## src/rtl/ex_mem_skid.sv

```systemverilog
// ex_mem_skid: EX/MEM pipeline register with a 2-entry skid buffer, flush, x0 write suppression,
// forwarding tap and saturating stall counter.
module ex_mem_skid #(
   parameter int DATA_W  = 32,
   parameter int ADDR_W  = 5,
   parameter int EXTRA_W = 8,
   parameter int CNT_W   = 16
) (
   input  logic               clk,
   input  logic               rst,
   input  logic               flush,
   input  logic               in_valid,
   output logic               in_ready,
   input  logic [ADDR_W-1:0]  in_rd,
   input  logic               in_wreg,
   input  logic [DATA_W-1:0]  in_wdata,
   input  logic [EXTRA_W-1:0] in_extra,
   output logic               out_valid,
   input  logic               out_ready,
   output logic [ADDR_W-1:0]  out_rd,
   output logic               out_wreg,
   output logic [DATA_W-1:0]  out_wdata,
   output logic [EXTRA_W-1:0] out_extra,
   output logic               fwd_valid,
   output logic [ADDR_W-1:0]  fwd_rd,
   output logic [DATA_W-1:0]  fwd_wdata,
   output logic [CNT_W-1:0]   stall_cnt
);
   typedef enum logic [1:0] {EMPTY, ONE, FULL} state_t;
   typedef struct packed {
      logic [ADDR_W-1:0]  rd;
      logic               wreg;
      logic [DATA_W-1:0]  wdata;
      logic [EXTRA_W-1:0] extra;
   } slot_t;
   state_t            state_q, state_d;
   slot_t             main_q, main_d, skid_q, skid_d, in_slot;
   logic              in_ready_q;
   logic [CNT_W-1:0]  stall_q, stall_d;
   logic              in_fire, out_fire;
   // in_ready is a register so it stays low through reset and never depends on out_ready
   assign in_ready  = in_ready_q;
   assign out_valid = state_q != EMPTY;
   assign in_fire   = in_valid & in_ready_q;
   assign out_fire  = out_valid & out_ready;
   assign in_slot   = '{rd: in_rd, wreg: in_wreg & (in_rd != '0), wdata: in_wdata, extra: in_extra};
   always_comb begin
      state_d = state_q;
      main_d  = main_q;
      skid_d  = skid_q;
      if (flush) begin
         state_d = EMPTY;
         main_d  = '0;
         skid_d  = '0;
      end else begin
         case (state_q)
            EMPTY: if (in_fire) begin
               state_d = ONE;
               main_d  = in_slot;
            end
            ONE: if (in_fire && out_fire) begin
               main_d = in_slot;
            end else if (in_fire) begin
               state_d = FULL;
               skid_d  = in_slot;
            end else if (out_fire) begin
               state_d = EMPTY;
               main_d  = '0;
            end
            FULL: if (out_fire) begin
               state_d = ONE;
               main_d  = skid_q;
               skid_d  = '0;
            end
            default: begin
               state_d = EMPTY;
               main_d  = '0;
               skid_d  = '0;
            end
         endcase
      end
   end
   assign stall_d = (out_valid && !out_ready && !(&stall_q)) ? stall_q + 1'b1 : stall_q;
   always_ff @(posedge clk or negedge rst) begin
      if (!rst) begin
         state_q    <= EMPTY;
         main_q     <= '0;
         skid_q     <= '0;
         in_ready_q <= 1'b0;
         stall_q    <= '0;
      end else begin
         state_q    <= state_d;
         main_q     <= main_d;
         skid_q     <= skid_d;
         in_ready_q <= state_d != FULL;
         stall_q    <= stall_d;
      end
   end
   assign out_rd    = out_valid ? main_q.rd    : '0;
   assign out_wreg  = out_valid & main_q.wreg;
   assign out_wdata = out_valid ? main_q.wdata : '0;
   assign out_extra = out_valid ? main_q.extra : '0;
   assign fwd_valid = out_valid & out_wreg;
   assign fwd_rd    = out_rd;
   assign fwd_wdata = out_wdata;
   assign stall_cnt = stall_q;
endmodule
```

## config.mk

```make
export PLATFORM = sky130hd
export DESIGN_NAME = ex_mem_skid
export DESIGN_NICKNAME = d
export VERILOG_FILES = /design/src/rtl/ex_mem_skid.sv
export SDC_FILE = /design/constraint.sdc
export NUM_CORES = 1
export LEC_CHECK = 0
export ABC_AREA = 1
export CORE_MARGIN = 2
export CORE_UTILIZATION = 51
export CTS_CLUSTER_DIAMETER = 30
export DETAILED_ROUTE_END_ITERATION = 7
export PLACE_DENSITY = 0.88
export SETUP_SLACK_MARGIN = 0.4
export SLEW_MARGIN = 0
export SYNTH_ARGS = -nofsm -noshare
export SYNTH_HDL_FRONTEND = slang
export SYNTH_SLANG_ARGS = --single-unit
```

## constraint.sdc

```tcl
create_clock -name clk -period 2.5 [get_ports clk]
set_clock_uncertainty 0.1 [all_clocks]
set_input_delay 0.5 -clock clk [delete_from_list [all_inputs] [get_ports clk]]
set_output_delay 0.5 -clock clk [all_outputs]
set_load 0.02 [all_outputs]
```

Word level (Yosys, flattened, before mapping)

Cells that the tools add are included.

Register bits: 111
Output and inout port bits: 102
Word-level logic and storage cells: 58

$add $sub $neg: 1
Eq/ne operators: 10
Muxes and demuxes: 20
Bitwise gates (word level): 5
Reductions and logical operators: 11

Operator list:

| operator                | number |
|---|---|
| $mux W46                | 8 |
| $pmux W46 S3            | 2 |
| $mux W32                | 1 |
| $add A16 B1 Y16 const B | 1 |
| $reduce_and A16 Y1      | 1 |
| $mux W2                 | 6 |
| $ne A3 B3 Y1 const B    | 4 |
| $mux W8                 | 1 |
| $ne A4 B4 Y1 const B    | 2 |
| $reduce_and A4 Y1       | 2 |
| $pmux W2 S3             | 1 |
| $and A1 B1 Y1           | 5 |
| $mux W5                 | 1 |
| $reduce_bool A5 Y1      | 1 |
| $ne A2 B2 Y1 const B    | 2 |
| $logic_and A1 B1 Y1     | 3 |
| $eq A2 B1 Y1 const B    | 1 |
| $eq A2 B2 Y1 const B    | 1 |
| $logic_not A1 Y1        | 2 |
| $logic_not A2 Y1        | 1 |
| $reduce_bool A2 Y1      | 1 |

Depth between registers and ports, before layout

Gate-level depths: netlist of the first run.

Depth in word-level cells: 8
Mapped depth: 10
Mapped depth without buffers: 8

Worst setup path after synthesis of the first run

No wires, ideal clock.

Path kind: register to output
Start: register state_q[0]
End: output port out_wdata[28]
Arrival time: 1.597 ns
Required time: 1.900 ns
Setup slack: 0.303 ns
Cell stages (with the launch flop): 7
Cells stage by stage: dfrtp_1 -> buf_4 -> nor2_2 -> buf_2 -> buf_1 -> nor2_1 -> buf_4

Longest elaborated chain between the ends: 2

Ends and longest elaborated chain:

| what                   | line | text |
|---|---|---|
| start, declared        | 36   | `state_t state_q, state_d;` |
| start signal, assigned | 92   | `state_q <= state_d;` |
| $reduce_bool A2 Y1     | 43   | `assign out_valid = state_q != EMPTY;` |
| $mux W32               | 101  | `assign out_wdata = out_valid ? main_q.wdata : '0;` |
| end, declared          | 22   | `output logic [DATA_W-1:0] out_wdata,` |

No other way between the ends.

Worst setup path in the final report of the first run

Start: register state_q[1]
End: output port fwd_wdata[15]

Longest elaborated chain between the ends: 2

Ends and longest elaborated chain:

| what               | line | text |
|---|---|---|
| $reduce_bool A2 Y1 | 43   |  |
| $mux W32           | 101  |  |
| end, declared      | 26   | `output logic [DATA_W-1:0] fwd_wdata,` |

No other way between the ends.

==> results.cfg, run 1 <==
[run_status]
status = completed

[yosys]
netlist_area_um2 = 6510
yosysMostFrequentCell = nand2_1
synth_edf_count = 0
ys_seq_elements = 111
syn-num-nets = 1003
avgSynthCellArea_um2 = 6.85
synth_top_family_by_area = simple AND/OR/NAND/NOR gates
yosys_most_used_dff = dfrtp_1
seq_area_frac_synth = 0.426
syn-instance-count = 951
synth_simple_gate_area_frac = 0.397
synth_compound_area_frac = 0.0340
synth_cell_types = 24
synthTopCellsByCount = 436 x nand2_1, 111 x dfrtp_1, 110 x nor2_1
ys_async_sr_fraction = 1.00
synthTopCellsByArea = dfrtp_1 43%, nand2_1 25%, nor2_1 6.3%
synth_warnings = 0
netlist.area_leader.share = 0.426
synthMuxAreaShare = 0
yosysTopAreaCell = dfrtp_1
synth_xor_area_frac = 0.0134
synth_adder_area_share = 0.00192

[clock_network]
cts_root_buffer = clkbuf_16
cts_buffers = 9
worstSkewPairLatency_ns = 0.35
tritoncts = yes
htree_num_levels = 3
cts.sinks = 111
path_clk_slew_ns = 0.07
cts_buffer_depth = 2

[final_layout]
post-route-util = 0.643
stdcell_count = 1236
drive_above_1_share = 0.143
syn_to_final_growth_pct = 24.1
nets = 1111
n_antenna_cell = 0
fin_area_um2 = 8080

[worst_setup_path]
worst_path_max_delay_cell = dfrtp_2
ff2ff_path_depth = 9
crit_type = reg2out
slowest_delay_ns = 0.43
cp.arrival_ns = 1.54
worstPathMaxFanout = 12
worstReg2RegStart = state_q[1]$_DFF_PN0_
cp-start-kind = flip-flop
r2r_slack_ns = 0.45
rr_endpoint = main_q[39]$_DFFE_PN0P_
path_cells = nor2_4 -> buf_4 -> clkbuf_16 -> nor2_1 -> clkdlybuf4s15_2
setup.worst_path.end_class = output pin
worstPathRequired_ns = 1.90

[power_and_ir_drop]
power_density_nw_per_um2 = 587
p_sw_uw = 1440
p_int_uw = 3300
p_clk_frac = 0.342
share_seq_of_total_power = 0.430
ir_worst_vdd_v = 0.000350
leakage_uw = 0.00430
p_comb_frac = 0.228
sw_frac_of_total = 0.304

[sta]
setup-violations-final = 0
slew_headroom = 0.580
fin_tns_setup_ns = 0
hold_viol = 0
fin_crit_sh = 0.856
slew_violations = 0
fmax_mhz = 467
fin_hold_ws_ns = 0.0547
fin_crit_ns = 2.14
rsz0062_at_grt = true
worstMarginPinSlew_ns = 0.630

[route]
first_pass_iters = 5
drt_iter0_drc = 528
vias = 6431
viasPerCell = 5.20
finalWirelength_um = 18200
route.detailed.drc = 0
routedWlPerCell_um = 14.8
ant_nets = 0

[placed_design]
dp.cells = 1212
placed_area_um2 = 7960
port_buffers = 152
dp_hpwl_um = 11600
gp_congestion = 0.907

[die]
core_um2 = 12600
dieArea_um2 = 13700
rows = 41
start_util = 0.518
num_io_pins = 153
die_h_um = 117
chipWidth_um = 117

[grt]
grt_overflow_total = 0
grt_max_degree = 48
grt_pass1_vias = 6099
grt_pass1_wl_um = 28700
grt_antenna_before_repair = 0
grt_use_total = 0.268

[hold_path]
hp-class = in2async

[flow_run]
maxCapViolations = 0
cells in the final DEF, fill, tap and decap left out, types with 10 or more instances in the layout:
cell,count
clkbuf_16,10
buf_4,24
nand3_1,79
inv_1,61
nand2_1,436
o211ai_1,21
clkdlybuf4s50_1,65
buf_2,74
dfrtp_1,110
clkdlybuf4s15_2,10
xnor2_1,10
nor2_1,109
how the worst max path moves through the flow:
stage	start	endpoint	slack (ns)	cells past startpoint
2_1_floorplan	state_q[0]$_DFF_PN0_	out_rd[2]	0.46	6
3_3_place_gp	flush	main_q[33]$_DFFE_PN0P_	0.32	8
3_5_place_dp	flush	main_q[38]$_DFFE_PN0P_	0.22	8
4_1_cts	state_q[1]$_DFF_PN0_	fwd_wdata[4]	0.37	5
5_1_grt	state_q[1]$_DFF_PN0_	fwd_wdata[12]	0.32	5
6_report	state_q[1]$_DFF_PN0_	fwd_wdata[15]	0.36	5
worst max-delay path: cells and delay by family (launching register included):
family        cells  cell delay (ns)
buf+inv           3             0.58
flops             1             0.43
simple gates      2             0.18
power by group through the flow:
| stage | combinational, uW | clock [uW] | sequential [uW] |
|---|---|---|---|
| 2_1_floorplan | 625 | 0 | 2080 |
| 3_3_place_gp | 1050 | 0 | 2070 |
| 3_5_place_dp | 1070 | 0 | 2070 |
| 4_1_cts | 1100 | 1620 | 2040 |
| 5_1_grt | 1180 | 1700 | 2060 |
| 6_report | 1080 | 1620 | 2040 |
state kept, by name, indices dropped and copies added, names as in the netlist:
signal	flops
state_q	2
skid_q	46
stall_cnt	16
main_q	46
in_ready	1
final cells by class:
class                      instances  area, um^2
fill                            1104        4490
multi-input combinational        686        2930
sequential                       111        2780
timing repair buffer             186        1580
clock buffer                      12         256
inverter                          65         246
tap                              172         215
clock inverter                     4        76.3
stage by stage:
| stage | total power, uW | setup slack (ns) |
|---|---|---|
| floorplan | 2710 | 0.456 |
| global placement | 3120 | 0.316 |
| detailed placement | 3150 | 0.217 |
| CTS | 4760 | 0.369 |
| global route | 4950 | 0.318 |
| finish | 4740 | 0.360 |
kinds of logic (layout without fill, tap and decap cells):
group                    Yosys count  in the layout
AO/OA/AOI/OAI                     33             33
XOR/XNOR                          10             10
AND/OR/NAND/NOR                  642            642
flip-flops                       111            111
adder cells (fa/ha/maj)            1              1
buffers and inverters            154            267
per-layer routing:
layer  track usage  part of all wire
met5             0                 0
met1         0.346              0.40
met4        0.0918             0.019
met2         0.450              0.49
met3        0.0572             0.083
what timing repair did:
action	4_1_cts	5_1_grt
pin swaps	1	0
hold buffers	0	0
gates cloned	2	1
endpoints found under the setup margin	85	79
setup buffers	5	0
resized for setup	266	70
(Power assumes the default switching activity.)
==> inputs of run 2 (changes only) <==
--- a/config.mk
+++ b/config.mk
@@ -8,8 +8,9 @@
 export ABC_AREA = 1
 export CORE_MARGIN = 2
 export CORE_UTILIZATION = 51
-export CTS_CLUSTER_DIAMETER = 30
+export CTS_CLUSTER_DIAMETER = 60
 export DETAILED_ROUTE_END_ITERATION = 7
+export HOLD_SLACK_MARGIN = 0.12
 export PLACE_DENSITY = 0.88
 export SETUP_SLACK_MARGIN = 0.4
 export SLEW_MARGIN = 0
==> results.cfg, run 2 (synthesis gave the netlist of run 1 again) <==
[final_layout]
nets = 1112
syn_to_final_growth_pct = 24.2
n_fill_cell = 1103
multi_input_comb_area_um2 = 2930
n_antenna_cell = 0
fin_area_um2 = 8090
regArea_um2 = 2780
layout_commonest_cell = nand2_1
drive_above_1_share = 0.143
post-route-util = 0.644
most-common-layout-cells = 436 x nand2_1, 110 x dfrtp_1, 109 x nor2_1, 79 x nand3_1, 74 x buf_2
stdcell_count = 1237

[route]
finalWirelength_um = 18200
drt_iter0_drc = 521
routedWlPerCell_um = 14.7
route.detailed.drc = 0
ant_nets = 0
vias = 6433
viasPerCell = 5.20
first_pass_iters = 5

[worst_setup_path]
rr_endpoint = main_q[39]$_DFFE_PN0P_
path_cells = nor2_4 -> buf_4 -> clkbuf_16 -> nor2_1 -> clkdlybuf4s15_2
critical-path-top-delay-family = buffers and inverters
r2r_slack_ns = 0.47
path_buf_inv = 3
worst_path_max_delay_cell = dfrtp_2
ff2ff_path_depth = 9
cp.arrival_ns = 1.53
setup.worst_path.end_class = output pin
slowest_delay_ns = 0.43
cp-start-kind = flip-flop
worstReg2RegStart = state_q[1]$_DFF_PN0_
crit_type = reg2out
worstPathRequired_ns = 1.90
worstPathMaxFanout = 12

[die]
rows = 41
start_util = 0.518
num_io_pins = 153
core_um2 = 12600
chipWidth_um = 117
die_h_um = 117
dieArea_um2 = 13700

[clock_network]
cts_buffers = 9
worstSkewPairLatency_ns = 0.36
path_clk_slew_ns = 0.07
tritoncts = yes
htree_num_levels = 3
cts_root_buffer = clkbuf_16
cts.sinks = 111
cts_buffer_depth = 2

[power_and_ir_drop]
power_density_nw_per_um2 = 587
ir_worst_vdd_v = 0.000353
finalPower_uw = 4750
leakage_uw = 0.00430

[sta]
fmax_mhz = 469
slew_headroom = 0.582
rsz0062_at_grt = true
fin_tns_setup_ns = 0
fin_crit_sh = 0.853
hold_viol = 0
setup-violations-final = 0
worstMarginPinSlew_ns = 0.626
fin_crit_ns = 2.13
slew_violations = 0

[hold_path]
hp-class = reg2reg
worstHoldStart = skid_q[27]$_DFFE_PN0P_
worst_hold_path.num_cells = 2
min_to = skid_q[27]$_DFFE_PN0P_

[grt]
grt_pass1_vias = 6099
grt_pass1_wl_um = 28700
grt_most_used_layer = met2
grt_overflow_total = 0
grt_max_degree = 48
grt_antenna_before_repair = 0
grt.met1_usage = 0.346
use_met2 = 0.450
grt_use_total = 0.268
met3_usage = 0.0572

[placed_design]
port_buffers = 152
placed_area_um2 = 7960
dp_hpwl_um = 11600
dp.cells = 1212
gp_congestion = 0.907

[flow_run]
maxCapViolations = 0

[run_status]
status = completed
run 2: where the power goes:
group	internal (uW)	switching (uW)	leakage, uW
combinational	429	654	0.00265
clock	939	687	0.000159
sequential	1940	105	0.00150
run 2: per-stage QoR:
| step | hold slack (ns) | worst slack, ns |
|---|---|---|
| final | 0.376 | 0.369 |
| after CTS | 0.376 | 0.369 |
| after floorplan | 0.104 | 0.456 |
| after global placement | 0.354 | 0.316 |
| after detailed placement | 0.359 | 0.217 |
| after global routing | 0.392 | 0.318 |
run 2: worst min-delay path, cell delays in order, from the launching register on:
cell and delay, ns:
dfrtp_1 0.35, nand2_1 0.05, nand2_1 0.05
run 2: worst max path at each step:
stage,to,from,slack (ns),cells past startpoint
after floorplan,out_rd[2],state_q[0]$_DFF_PN0_,0.46,6
after global placement,main_q[33]$_DFFE_PN0P_,flush,0.32,8
after detailed placement,main_q[38]$_DFFE_PN0P_,flush,0.22,8
after CTS,fwd_wdata[4],state_q[1]$_DFF_PN0_,0.37,5
after global routing,fwd_wdata[12],state_q[1]$_DFF_PN0_,0.32,5
final,fwd_wdata[15],state_q[1]$_DFF_PN0_,0.37,5
run 2: cell type report:
class,count,area share
Clock buffer,12,0.0317
Multi-Input combinational cell,686,0.362
Clock inverter,4,0.00943
Sequential cell,111,0.343
Timing Repair Buffer,187,0.197
Tap cell,172,0.0266
Inverter,65,0.0305
run 2: routing by layer:
layer / vias to the layer above / routed length (um)
met5: - / 0
met4: 0 / 355
met3: 34 / 1520
met2: 285 / 8990
met1: 3015 / 7320
li1: 3099 / -
run 2: repair_timing:
| item | in CTS | in global routing |
|---|---|---|
| pin swaps | 1 | 0 |
| setup buffers | 5 | 0 |
| gates resized for setup | 266 | 70 |
| endpoints found under the setup margin | 85 | 79 |
| cloned | 2 | 1 |
| hold endpoints to repair | 44 | 0 |
| hold buffers | 1 | 0 |
==> inputs of run 3 (changes only) <==
--- a/config.mk
+++ b/config.mk
@@ -7,11 +7,11 @@
 export LEC_CHECK = 0
 export ABC_AREA = 1
 export CORE_MARGIN = 2
-export CORE_UTILIZATION = 51
+export CORE_UTILIZATION = 45
 export CTS_CLUSTER_DIAMETER = 60
 export DETAILED_ROUTE_END_ITERATION = 7
 export HOLD_SLACK_MARGIN = 0.12
-export PLACE_DENSITY = 0.88
+export PLACE_DENSITY = 0.8
 export SETUP_SLACK_MARGIN = 0.4
 export SLEW_MARGIN = 0
 export SYNTH_ARGS = -nofsm -noshare
==> results.cfg, run 3 (synthesis gave the netlist of run 1 again) <==
[run_status]
status = completed

[sta]
slew_violations = 0
fin_crit_ns = 2.18
slew_headroom = 0.669
hold_viol = 0
setup_ws_ns = 0.320
fmax_mhz = 459
rsz0062_at_grt = true
setup-violations-final = 0
fin_hold_ws_ns = 0.375
fin_tns_setup_ns = 0
fin_crit_sh = 0.872
worstMarginPinSlew_ns = 0.496

[die]
num_io_pins = 153
rows = 43
core_um2 = 14000
chipWidth_um = 124
die_h_um = 124
dieArea_um2 = 15500
start_util = 0.466

[clock_network]
path_clk_slew_ns = 0.07
cts.sinks = 111
worstSkewPairLatency_ns = 0.36
cts_buffers = 9
tritoncts = yes
cts_buffer_depth = 2
cts_root_buffer = clkbuf_16
htree_num_levels = 3

[final_layout]
layout_commonest_cell = nand2_1
drive_above_1_share = 0.112
post-route-util = 0.617
nets = 1117
n_antenna_cell = 0
stdcell_count = 1250
most-common-layout-cells = 436 x nand2_1, 111 x dfrtp_1, 97 x nor2_1, 79 x nand3_1, 62 x clkdlybuf4s50_1
n_fill_cell = 1238
syn_to_final_growth_pct = 32.5

[hold_path]
worstHoldStart = skid_q[5]$_DFFE_PN0P_
hp-class = reg2reg
min_to = skid_q[5]$_DFFE_PN0P_
worst_hold_path.num_cells = 2

[worst_setup_path]
cp.arrival_ns = 1.58
worstPathMaxFanout = 5
setup.worst_path.end_class = output pin
cp-start-kind = flip-flop
rr_endpoint = skid_q[33]$_DFFE_PN0P_
startpoint = state_q[0]$_DFF_PN0_
ff2ff_path_depth = 8
crit_type = reg2out
worstPathRequired_ns = 1.90
worstReg2RegStart = state_q[0]$_DFF_PN0_
r2r_slack_ns = 0.52

[placed_design]
dp_hpwl_um = 11600
dp.cells = 1220
port_buffers = 152
pre_cts_ws_ns = 0.218
gp_congestion = 0.882

[grt]
grt_use_total = 0.228
grt_antenna_before_repair = 0
grt_pass1_wl_um = 29400
grt_pass1_vias = 6144
grt_overflow_total = 0
grt_max_degree = 61

[power_and_ir_drop]
p_sw_uw = 1470
leakage_uw = 0.00512
sw_frac_of_total = 0.314
power_density_nw_per_um2 = 542
share_seq_of_total_power = 0.436
p_clk_frac = 0.315
ir_worst_vdd_v = 0.000397
p_comb_frac = 0.249
p_int_uw = 3210

[route]
finalWirelength_um = 18200
drt_iter0_drc = 541
ant_nets = 0
vias = 6394
route.detailed.drc = 0
routedWlPerCell_um = 14.5
first_pass_iters = 7
viasPerCell = 5.12

[flow_run]
maxCapViolations = 0
==> run 3: changes by cell type in the layout (fill, tap and decap cells not counted), moves of 2 or more <==
cell             previous run  this run
inv_6                       1         3
dlymetal6s2s_1              1        50
buf_6                       0        31
clkbuf_2                    0         9
nor2_1                    109        97
nor2_4                      2        15
buf_12                      8         6
clkdlybuf4s15_2            10         0
buf_4                      24        27
clkbuf_8                    2         0
buf_2                      74         2
clkdlybuf4s50_1            65        62
==> run 3: metrics by stage <==
step                      cell area, um^2  total power (uW)
final                                8630              4680
after global routing                 8630              4910
after CTS                            8200              4620
after detailed placement             7960              3140
after global placement               7960              3120
after floorplan                      6520              2710
==> run 3: worst max-delay path by stage <==
stage / endpoint / slack (ns) / cells after the start
2_1_floorplan: out_rd[2] / 0.46 / 6
3_3_place_gp: skid_q[40]$_DFFE_PN0P_ / 0.26 / 10
3_5_place_dp: skid_q[43]$_DFFE_PN0P_ / 0.22 / 6
4_1_cts: out_wdata[24] / 0.09 / 4
5_1_grt: out_wdata[15] / 0.25 / 7
6_report: out_wdata[15] / 0.32 / 7
==> run 3: cell type report <==
class | count | area, um^2 | area share
multi-input cells | 686 | 3020 | 0.350
flip-flops and latches | 111 | 2780 | 0.322
repair buffers | 192 | 2070 | 0.240
inverters | 65 | 249 | 0.0288
clock buffers | 11 | 233 | 0.0270
well taps | 180 | 225 | 0.0261
clock inverters | 5 | 61.3 | 0.00710
==> run 3: critical path, stage by stage, from the launching register on <==
cell and delay (ns):
dfrtp_1 0.41, nor2_4 0.20, buf_6 0.13, buf_4 0.09, buf_6 0.10, buf_16 0.13
nor2_4 0.04, buf_6 0.12
==> run 3: layer usage <==
metal,wire length (um),track usage,vias to the layer above,part of all wire
li1,-,-,3100,-
met1,7620,0.296,3012,0.42
met2,8930,0.377,248,0.49
met3,1160,0.0511,34,0.064
met4,477,0.0787,0,0.026
met5,0,0,-,0
==> run 3: power groups by stage <==
stage               Clock (uW)  Sequential [uW]  Combinational (uW)
global route              1570             2060                1280
finish                    1470             2040                1160
floorplan                    0             2080                 625
CTS                       1510             2040                1080
global placement             0             2070                1060
detailed placement           0             2070                1070
==> run 3: what timing repair did <==
item	in CTS	in global routing
hold buffers	1	0
hold endpoints to repair	21	0
endpoints found under the setup margin	85	93
gates cloned	1	3
setup buffers	5	4
gates resized for setup	116	162
pin swaps	1	1
